[config.mk]
export PLATFORM = sky130hd
export DESIGN_NAME = addr_decoder_flat
export DESIGN_NICKNAME = d
export VERILOG_FILES = /design/src/rtl/addr_dec_pkg.sv /design/src/rtl/addr_decoder_if.sv /design/src/rtl/addr_div_core.sv /design/src/rtl/addr_decoder.sv /design/src/flat_wrapper.sv
export SDC_FILE = /design/constraint.sdc
export NUM_CORES = 1
export LEC_CHECK = 0
export ABC_AREA = 0
export BUFFER_PORTS_ARGS = -buffer_cell sky130_fd_sc_hd__buf_2
export CAP_MARGIN = 20
export CELL_PAD_IN_SITES_DETAIL_PLACEMENT = 0
export CELL_PAD_IN_SITES_GLOBAL_PLACEMENT = 1
export CORE_MARGIN = 4
export CORE_UTILIZATION = 46
export DETAILED_ROUTE_END_ITERATION = 6
export PLACE_DENSITY_LB_ADDON = 0.25
export SETUP_SLACK_MARGIN = 0.3
export SYNTH_ARGS = -nofsm -noshare
export SYNTH_HDL_FRONTEND = slang
export SYNTH_SLANG_ARGS = --single-unit
[constraint.sdc]
create_clock -name clk -period 9 [get_ports clk]
set_input_delay 1.8 -clock clk [delete_from_list [all_inputs] [get_ports clk]]
set_output_delay 1.8 -clock clk [all_outputs]
set_load 0.01 [all_outputs]
[src/rtl/addr_dec_pkg.sv]
// Shared widths, FSM state encoding and saturation constant for the address decoder.
package addr_dec_pkg;

    localparam int unsigned DEF_ADDR_W = 25;
    localparam int unsigned DEF_DIM_W  = 15;

    localparam logic [DEF_DIM_W-1:0] ROW_SAT = '1;

    typedef enum logic [1:0] {
        IDLE = 2'd0,
        DIV  = 2'd1,
        DONE = 2'd2
    } state_t;

endpackage

[src/rtl/addr_decoder_if.sv]
// Request/result bus of addr_decoder; height exists only with ADDR_DECODER_RANGE_CHECK_EN.
interface addr_decoder_if
    import addr_dec_pkg::*;
#(
    parameter int unsigned ADDR_W = DEF_ADDR_W,
    parameter int unsigned DIM_W  = DEF_DIM_W
) ();

    logic              in_valid;
    logic              in_ready;
    logic [ADDR_W-1:0] addr;
    logic [DIM_W-1:0]  width;
`ifdef ADDR_DECODER_RANGE_CHECK_EN
    logic [DIM_W-1:0]  height;
`endif
    logic              out_valid;
    logic              out_ready;
    logic [DIM_W-1:0]  row;
    logic [DIM_W-1:0]  col;
    logic              err;
    logic              finish_flag;

    modport master (
        output in_valid, addr, width,
`ifdef ADDR_DECODER_RANGE_CHECK_EN
        output height,
`endif
        output out_ready,
        input  in_ready, out_valid, row, col, err, finish_flag
    );

    modport slave (
        input  in_valid, addr, width,
`ifdef ADDR_DECODER_RANGE_CHECK_EN
        input  height,
`endif
        input  out_ready,
        output in_ready, out_valid, row, col, err, finish_flag
    );

endinterface

[src/rtl/addr_div_core.sv]
// Iterative restoring divider, one quotient bit per cycle MSB first; the first
// step is taken on the start edge so ADDR_W steps complete ADDR_W-1 edges later.
module addr_div_core
    import addr_dec_pkg::*;
#(
    parameter int unsigned ADDR_W = DEF_ADDR_W,
    parameter int unsigned DIM_W  = DEF_DIM_W
) (
    input  logic              clk,
    input  logic              reset,
    input  logic              start,
    input  logic [ADDR_W-1:0] dividend,
    input  logic [DIM_W-1:0]  divisor,
    output logic              done,
    output logic [ADDR_W-1:0] quotient,
    output logic [DIM_W-1:0]  remainder
);

    localparam int unsigned CNT_W = $clog2(ADDR_W + 1);

    logic [ADDR_W-1:0] quo_q;
    logic [DIM_W-1:0]  rem_q;
    logic [DIM_W-1:0]  dvsr_q;
    logic [CNT_W-1:0]  cnt_q;
    logic              done_q;

    logic [ADDR_W-1:0] src_quo;
    logic [ADDR_W-1:0] quo_nx;
    logic [DIM_W-1:0]  src_rem;
    logic [DIM_W-1:0]  src_dvsr;
    logic [DIM_W-1:0]  rem_nx;
    logic [DIM_W:0]    trial;
    logic              ge;

    // One restoring step; quo register shifts dividend bits out and quotient bits in.
    always_comb begin
        src_quo  = start ? dividend : quo_q;
        src_rem  = start ? '0 : rem_q;
        src_dvsr = start ? divisor : dvsr_q;
        trial    = {src_rem, src_quo[ADDR_W-1]};
        ge       = (trial >= {1'b0, src_dvsr});
        rem_nx   = ge ? (trial[DIM_W-1:0] - src_dvsr) : trial[DIM_W-1:0];
        quo_nx   = {src_quo[ADDR_W-2:0], ge};
    end

    always_ff @(posedge clk) begin
        if (!reset) begin
            quo_q  <= '0;
            rem_q  <= '0;
            dvsr_q <= '0;
            cnt_q  <= '0;
            done_q <= 1'b0;
        end else if (start) begin
            quo_q  <= quo_nx;
            rem_q  <= rem_nx;
            dvsr_q <= divisor;
            cnt_q  <= CNT_W'(ADDR_W - 1);
            done_q <= 1'b0;
        end else if (cnt_q != '0) begin
            quo_q  <= quo_nx;
            rem_q  <= rem_nx;
            cnt_q  <= cnt_q - CNT_W'(1);
            done_q <= (cnt_q == CNT_W'(1));
        end else begin
            done_q <= 1'b0;
        end
    end

    assign done      = done_q;
    assign quotient  = quo_q;
    assign remainder = rem_q;

endmodule

[src/rtl/addr_decoder.sv]
// Linear address -> (row, col) decoder: row = addr / width, col = addr % width.
// Optional height range check under ADDR_DECODER_RANGE_CHECK_EN.
module addr_decoder
    import addr_dec_pkg::*;
#(
    parameter int unsigned ADDR_W = DEF_ADDR_W,
    parameter int unsigned DIM_W  = DEF_DIM_W
) (
    input  logic          clk,
    input  logic          reset,
    addr_decoder_if.slave bus
);

    localparam logic [DIM_W-1:0] ROW_MAX = '1;

    state_t            state_q, state_d;
    logic              in_ready_q, in_ready_d;
    logic              out_valid_q, out_valid_d;
    logic [DIM_W-1:0]  row_q, row_d;
    logic [DIM_W-1:0]  col_q, col_d;
    logic              err_q, err_d;
    logic              finish_q, finish_d;

    logic              accept_c;
    logic              start_c;
    logic              div_done;
    logic [ADDR_W-1:0] quotient;
    logic [DIM_W-1:0]  remainder;
    logic              ovf_c;
    logic              range_err_c;

`ifdef ADDR_DECODER_RANGE_CHECK_EN
    logic [DIM_W-1:0]  height_q, height_d;
`endif

    assign accept_c = bus.in_valid && in_ready_q;
    assign start_c  = accept_c && (bus.width != '0);
    assign ovf_c    = (quotient > ADDR_W'(ROW_MAX));

`ifdef ADDR_DECODER_RANGE_CHECK_EN
    assign range_err_c = (quotient >= ADDR_W'(height_q));
`else
    assign range_err_c = 1'b0;
`endif

    addr_div_core #(.ADDR_W(ADDR_W), .DIM_W(DIM_W)) u_div (
        .clk       (clk),
        .reset     (reset),
        .start     (start_c),
        .dividend  (bus.addr),
        .divisor   (bus.width),
        .done      (div_done),
        .quotient  (quotient),
        .remainder (remainder)
    );

    // Next-state and next-output logic.
    always_comb begin
        state_d     = state_q;
        out_valid_d = out_valid_q;
        row_d       = row_q;
        col_d       = col_q;
        err_d       = err_q;
        finish_d    = 1'b0;
`ifdef ADDR_DECODER_RANGE_CHECK_EN
        height_d    = height_q;
`endif
        case (state_q)
            IDLE: begin
                if (accept_c) begin
`ifdef ADDR_DECODER_RANGE_CHECK_EN
                    height_d = bus.height;
`endif
                    if (bus.width == '0) begin
                        state_d     = DONE;
                        out_valid_d = 1'b1;
                        finish_d    = 1'b1;
                        row_d       = ROW_MAX;
                        col_d       = '0;
                        err_d       = 1'b1;
                    end else begin
                        state_d = DIV;
                    end
                end
            end
            DIV: begin
                if (div_done) begin
                    state_d     = DONE;
                    out_valid_d = 1'b1;
                    finish_d    = 1'b1;
                    row_d       = ovf_c ? ROW_MAX : quotient[DIM_W-1:0];
                    col_d       = remainder;
                    err_d       = ovf_c || range_err_c;
                end
            end
            DONE: begin
                if (bus.out_ready) begin
                    state_d     = IDLE;
                    out_valid_d = 1'b0;
                end
            end
            default: state_d = IDLE;
        endcase
        in_ready_d = (state_d == IDLE);
    end

    always_ff @(posedge clk) begin
        if (!reset) begin
            state_q     <= IDLE;
            in_ready_q  <= 1'b0;
            out_valid_q <= 1'b0;
            row_q       <= '0;
            col_q       <= '0;
            err_q       <= 1'b0;
            finish_q    <= 1'b0;
`ifdef ADDR_DECODER_RANGE_CHECK_EN
            height_q    <= '0;
`endif
        end else begin
            state_q     <= state_d;
            in_ready_q  <= in_ready_d;
            out_valid_q <= out_valid_d;
            row_q       <= row_d;
            col_q       <= col_d;
            err_q       <= err_d;
            finish_q    <= finish_d;
`ifdef ADDR_DECODER_RANGE_CHECK_EN
            height_q    <= height_d;
`endif
        end
    end

    assign bus.in_ready    = in_ready_q;
    assign bus.out_valid   = out_valid_q;
    assign bus.row         = row_q;
    assign bus.col         = col_q;
    assign bus.err         = err_q;
    assign bus.finish_flag = finish_q;

endmodule

[src/flat_wrapper.sv]
// flat-port wrapper written by rule: the top's interface ports become plain ports
module addr_decoder_flat import addr_dec_pkg::*;
#(
    parameter int unsigned ADDR_W = DEF_ADDR_W,
    parameter int unsigned DIM_W  = DEF_DIM_W
)
  (clk, reset, bus_in_valid, bus_addr, bus_width, bus_out_ready, bus_in_ready, bus_out_valid, bus_row, bus_col, bus_err, bus_finish_flag);
  addr_decoder_if #(.ADDR_W(ADDR_W), .DIM_W(DIM_W)) bus_i ();
  input  logic clk;
  input  logic reset;
  input wire logic [$bits(bus_i.in_valid)-1:0] bus_in_valid;
  input wire logic [$bits(bus_i.addr)-1:0] bus_addr;
  input wire logic [$bits(bus_i.width)-1:0] bus_width;
  input wire logic [$bits(bus_i.out_ready)-1:0] bus_out_ready;
  output wire logic [$bits(bus_i.in_ready)-1:0] bus_in_ready;
  output wire logic [$bits(bus_i.out_valid)-1:0] bus_out_valid;
  output wire logic [$bits(bus_i.row)-1:0] bus_row;
  output wire logic [$bits(bus_i.col)-1:0] bus_col;
  output wire logic [$bits(bus_i.err)-1:0] bus_err;
  output wire logic [$bits(bus_i.finish_flag)-1:0] bus_finish_flag;
  assign bus_i.in_valid = bus_in_valid;
  assign bus_i.addr = bus_addr;
  assign bus_i.width = bus_width;
  assign bus_i.out_ready = bus_out_ready;
  assign bus_in_ready = bus_i.in_ready;
  assign bus_out_valid = bus_i.out_valid;
  assign bus_row = bus_i.row;
  assign bus_col = bus_i.col;
  assign bus_err = bus_i.err;
  assign bus_finish_flag = bus_i.finish_flag;
  addr_decoder #(.ADDR_W(ADDR_W), .DIM_W(DIM_W)) u_core (.clk(clk), .reset(reset), .bus(bus_i));
endmodule
* Yosys cells after proc, flatten, opt, wreduce, memory -nomap -nowiden
Cells that the tools add are included.
Storage, ports and cells: input bits 44, logic and storage cells 75, output and inout bits 34, bits in registers 97
Operators by class: add/subtract/negate cells 2, reduce and logical (&&, ||, !) cells 14, magnitude comparators 2, muxes and demuxes 35, bitwise operators 2, equality and inequality tests 7
Operators with widths (number):
- 15-bit two-way mux | 12
- 25-bit two-way mux | 3
- 15-bit one-hot mux with 2 select lines | 2
- 25-bit by 15-bit > comparator with 1-bit output (second input constant) | 1
- 16-bit by 15-bit >= comparator with 1-bit output | 1
- 15-bit zero test | 1
- 15-bit nonzero test | 1
- 15-bit subtractor | 1
- 5-bit two-way mux | 2
- 1-bit two-way mux | 8
- 2-bit two-way mux | 4
- 2-bit one-hot mux with 3 select lines | 1
- 5-bit by 1-bit equality test with 1-bit output (second input constant) | 1
- 5-bit AND reduction | 1
- 5-bit nonzero test | 1
- 5-bit by 1-bit subtractor with 5-bit output (second input constant) | 1
- 2-bit zero test | 2
- 2-bit by 1-bit != test with 1-bit output (second input constant) | 2
- 2-bit != test (second input constant) | 2
- 1-bit one-hot mux with 2 select lines | 2
- 4-bit AND reduction | 1
- 2-bit nonzero test | 2
- 1-bit one-hot mux with 3 select lines | 1
- 3-bit nonzero test | 1
- other kinds (6) | 8

* Depth between registers and ports, before layout
depth in word-level cells 7, depth in mapped cells 17, mapped depth without buffers 13

* Cells and area by module
A second synthesis with hierarchy kept.
Second synthesis, totals: cell total of the unflattened synthesis 544, area, all modules 4929.7 um2
By module, submodules not included:
- addr_div_core | cells each 404, instances 1, area an instance 3464.6 um2, sequential area each 1221.2 um2
- addr_decoder | cells each 140, instances 1, area an instance 1465.2 um2, sequential area each 720.7 um2

* Worst setup path after synthesis
No wires, ideal clock.
kind input to register, from input port bus_width[3], to register u_core.u_div.rem_q[3] (netlist: u_core.u_div.remainder[3]), path slack 4.034 ns, setup time 0.103 ns, data arrival time 4.862 ns, required time 8.897 ns, stages on the path 15, buffers on the path 5, cell sequence buf_4 -> nor3_4 -> a41o_2 -> buf_2 -> buf_1 -> clkbuf_1 -> and2_1 -> ha_1 -> nor2b_1 -> a2111oi_1 -> a31o_1 -> a21o_4 -> buf_6 -> nor3_1 -> a2111oi_2
On the way: longest elaborated chain between the ends 7, elaborated cells on any way between the ends 11, classes of those cells add/sub: 1; order compare: 1; mux: 6; reduce/logical: 3
Ends and longest elaborated chain:
- start, declared | line flat_wrapper.sv:13 | input wire logic [$bits(bus_i.width)-1:0] bus_width;
- 15-bit nonzero test | line addr_decoder.sv:37 | assign start_c = accept_c && (bus.width != '0);
- 1-bit logical AND | line addr_decoder.sv:37
- 25-bit two-way mux (tied with other cells) | line addr_div_core.sv:37 | src_quo = start ? dividend : quo_q;
- 15-bit subtractor / 16-bit by 15-bit >= comparator with 1-bit output (equally long branches) | line addr_div_core.sv:42, addr_div_core.sv:41
- 15-bit two-way mux | line addr_div_core.sv:42 | rem_nx = ge ? (trial[DIM_W-1:0] - src_dvsr) : trial[DIM_W-1:0];
- 15-bit two-way mux | line addr_div_core.sv:59 | end else if (cnt_q != '0) begin
- 15-bit two-way mux | line addr_div_core.sv:53 | end else if (start) begin
- end signal, assigned | line addr_div_core.sv:55 | rem_q <= rem_nx;
- end signal, assigned | line addr_div_core.sv:61 | rem_q <= rem_nx;
- end, declared | line addr_div_core.sv:22 | logic [DIM_W-1:0] rem_q;
Several ways; a longest one is shown, not always the timed one. The select of a mux whose other input is x is not followed. A chain may end at the register's enable or synchronous reset.

* Worst setup path after layout
from input port bus_width[7], to register u_core.u_div.rem_q[1] (netlist: u_core.u_div.remainder[1])
On the way: longest elaborated chain between the ends 7, elaborated cells on any way between the ends 11, classes of those cells add/sub: 1; order compare: 1; mux: 6; reduce/logical: 3
Ends and longest elaborated chain:
- 15-bit nonzero test (*) | line addr_decoder.sv:37
- 1-bit logical AND (*) | line addr_decoder.sv:37
- 15-bit two-way mux (*)
- via u_core.u_div.src_dvsr[0] | line addr_div_core.sv:30 | logic [DIM_W-1:0] src_dvsr;
- 15-bit subtractor / 16-bit by 15-bit >= comparator with 1-bit output (equally long branches) | line addr_div_core.sv:42, addr_div_core.sv:41
- 15-bit two-way mux (*) | line addr_div_core.sv:42
- 15-bit two-way mux | line addr_div_core.sv:59
- 15-bit two-way mux (*) | line addr_div_core.sv:53
The timed path passes the listed nets; every way through them passes the cells marked *. The select of a mux whose other input is x is not followed.

==> qor.yml <==
clocking:
  cts_tree: "done"
  path_clk_slew_ns: 0.11
  cts_root_buffer: "clkbuf_8"
  cts_max_level: 3
  cts.sinks: 97
  cts-resized-gates: 0
  clockBufferDepth: 2
  cts-hold-fix-buffers: 0
  postCtsSetupRepairBufs: 0
  clk_latency_ns: 0.37
  cts_made_buffers: 9
placement:
  pre_cts_ws_ns: 2.993
  io_buffer_count: 77
  place_congestion: 0.9123
  dpl.hpwl_um: 9184
  dpl_cell_area_um2: 5390
  placed_cells: 764
timing:
  finalClockSkew_ns: 0.01676
  hold_viol_final: 0
  setup_violations: 0
  finalCritPeriodShare: 0.6287
  rsz0062_at_grt: "false"
  setup_tns_ns: 0
  slew_violations: 0
  finalCriticalPeriod_ns: 5.658
  worst_slew_pin_slew_ns: 0.9189
  max_freq_ghz: 0.1767
  setup_ws_ns: 3.342
  hold_slack_ns: 0.4934
  max_slew_margin: 0.3874
setup_path:
  arrival_ns: 5.96
  cp_slowest_stage_delay_ns: 0.84
  critPathKind: "primary input to flip-flop"
  rr_endpoint: "u_core.u_div.remainder[1]"
  start_kind: "primary input"
  end_kind: "flip-flop"
  critical_path.cell_chain: "buf_2 > nor4_4 > a41o_2 > buf_4 > nand2_1 > nand2_1 > ha_1 > fa_1 > nor2b_1 > o31ai_1 > nand3_1 > a31oi_2 > a21o_4 > mux2_1 > a21oi_1"
  cp.required_ns: 9.30
  critPathMaxFanout: 45
  cpMostUsedCell: "nand2_1"
  reg2reg_setup_slack_ns: 4.76
  reg2reg_depth: 14
  cp_slowest_cell: "a41o_2"
  reg2reg_from: "u_core.bus.in_ready"
global_routing:
  overflow: 0
  grt_pass1_wl_um: 21850
  grt.total_usage: 0.2086
  grt_pass1_vias: 4336
  antenna_found_initial: 0
  grt_max_degree: 67
finish:
  finalNonFillerCells: 781
  syn2layout_area_growth_pct: 13.67
  final_common_cell: "dfxtp_1"
  design_area_um2: 5619
  final_cell_mix: "dfxtp_1, nor2_1, buf_2, nand2_1, a21oi_1"
  diodes: 0
  drive_above_1_share: 0.1814
  finalNetCount: 702
power:
  leakage_nw: 2.352
  power_density_nw_per_um2: 284.6
  vdd_drop_max_v: 0.0001555
detailed_routing:
  vias: 4513
  routed_via_density: 5.778
  routed_wl_um: 13020
  drtPass1Iterations: 5
  final_antenna_net_count: 0
  wire_per_inst_um: 16.67
  drt_iter0_markers: 408
  route.detailed.drc: 0
die:
  dieArea_um2: 12470
  start_util: 0.4746
  num_rows: 37
  die_h_um: 111.7
  coreArea_um2: 10420
  dieWidth_um: 111.7
  io_pins: 78
synthesis:
  synth_async_sr_flop_share: 0
  netlist_instances: 583
  synth_edf_count: 0
  syn_area_um2: 4943
  avgSynthCellArea_um2: 8.479
  synth_seq_cells: 97
  synth-main-ff-cell: "dfxtp_1"
  ys_warn_count: 0
  syn_nets: 645
  ys_types: 64
  ys_seq_area_frac: 0.3928
worst_hold_path:
  holdPathEnd: "u_core.bus.col[10]"
  whs_path_depth: 1
  min_from: "u_core.bus.col[10]"
  hold_class: "flip-flop to flip-flop"
run:
  drv_cap: 0
outcome:
  status: "finished, final reports clean"
## state kept, by name (all words and copies together) (netlist names), 2 cells and up
| register | count |
|---|---|
| u_core.state_q | 2 |
| u_core.u_div.cnt_q | 5 |
| u_core.u_div.quotient | 25 |
| u_core.u_div.dvsr_q | 15 |
| u_core.bus.row | 15 |
| u_core.u_div.remainder | 15 |
| u_core.bus.col | 15 |
## worst max path at each step
stage,startpoint,to,slack [ns],depth (start not counted)
2_1_floorplan,bus_width[3],u_core.u_div.remainder[3],4.03,15
5_1_grt,bus_width[7],u_core.u_div.remainder[3],2.97,15
3_3_place_gp,bus_width[7],u_core.u_div.remainder[1],3.12,15
3_5_place_dp,bus_width[7],u_core.u_div.remainder[1],2.99,13
6_report,bus_width[7],u_core.u_div.remainder[1],3.34,15
4_1_cts,bus_width[7],u_core.u_div.remainder[1],3.39,13
## cells in the mapped netlist, drive strengths merged, types with 4 or more instances
library cell / n / share of area
and3: 4 / 0.0051
a21oi: 26 / 0.026
ha: 17 / 0.043
a211oi: 19 / 0.030
and2: 17 / 0.022
a31oi: 5 / 0.0076
or3: 5 / 0.0063
o21ai: 20 / 0.020
buf: 13 / 0.015
nand3: 9 / 0.0091
mux2i: 18 / 0.036
nor3: 13 / 0.015
nand3b: 5 / 0.0076
o211ai: 4 / 0.0081
nand4: 4 / 0.0051
a22o: 15 / 0.027
nor2: 94 / 0.072
a311oi: 25 / 0.044
nand2: 69 / 0.052
clkbuf: 25 / 0.019
nor2b: 5 / 0.0063
dfxtp: 97 / 0.39
nor4: 6 / 0.017
a21o: 9 / 0.015
inv: 9 / 0.0068
xnor2: 7 / 0.012
o31ai: 4 / 0.0061
## layer usage
metal / wire length, um / part of all wire / track usage / vias to the layer above
met2: 6142 / 0.47 / 0.3449 / 121
met1: 6083 / 0.47 / 0.2856 / 2149
li1: - / - / - / 2225
met4: 215 / 0.017 / 0.05677 / 0
met3: 576 / 0.044 / 0.02935 / 18
met5: 0 / 0 / 0 / -
## cells by family after synthesis
family                     after synthesis  synth area share
DFF                                     97            0.3928
and+or+nand+nor                        242            0.2351
buffers and inverters                   47           0.04050
xor gates and xnor gates                 9           0.01595
AOI/OAI and AO/OA                      150            0.2275
adders and majority gates               18           0.04708
muxes                                   20           0.04100
## layout make-up
class                           count  area [um2]
Sequential cell                    97        1942
Clock inverter                      6       83.83
Fill cell                        1023        4797
Multi-Input combinational cell    439        2814
Clock buffer                       10       137.6
Inverter                            9       33.78
Tap cell                          136       170.2
Timing Repair Buffer               84       437.9
## worst max-delay path: cells and delay by family
family,cells,cell delay [ns]
buffers and inverters,2,0.64
muxes,1,0.35
AOI/OAI and AO/OA,5,1.90
adders and majority gates,2,0.45
and+or+nand+nor,5,0.81
## report_power, final
group	switching [mW]	internal (mW)
sequential	0.0531	0.492
combinational	0.450	0.286
clock	0.175	0.143
## per-stage QoR
stage | power (mW) | util
detailed placement | 1.281 | 0.5175
global placement | 1.268 | 0.5175
global route | 1.715 | 0.5395
floorplan | 1.117 | -
CTS | 1.603 | 0.5387
finish | 1.599 | 0.5395
Note: power is estimated with default switching activity, not from simulation.
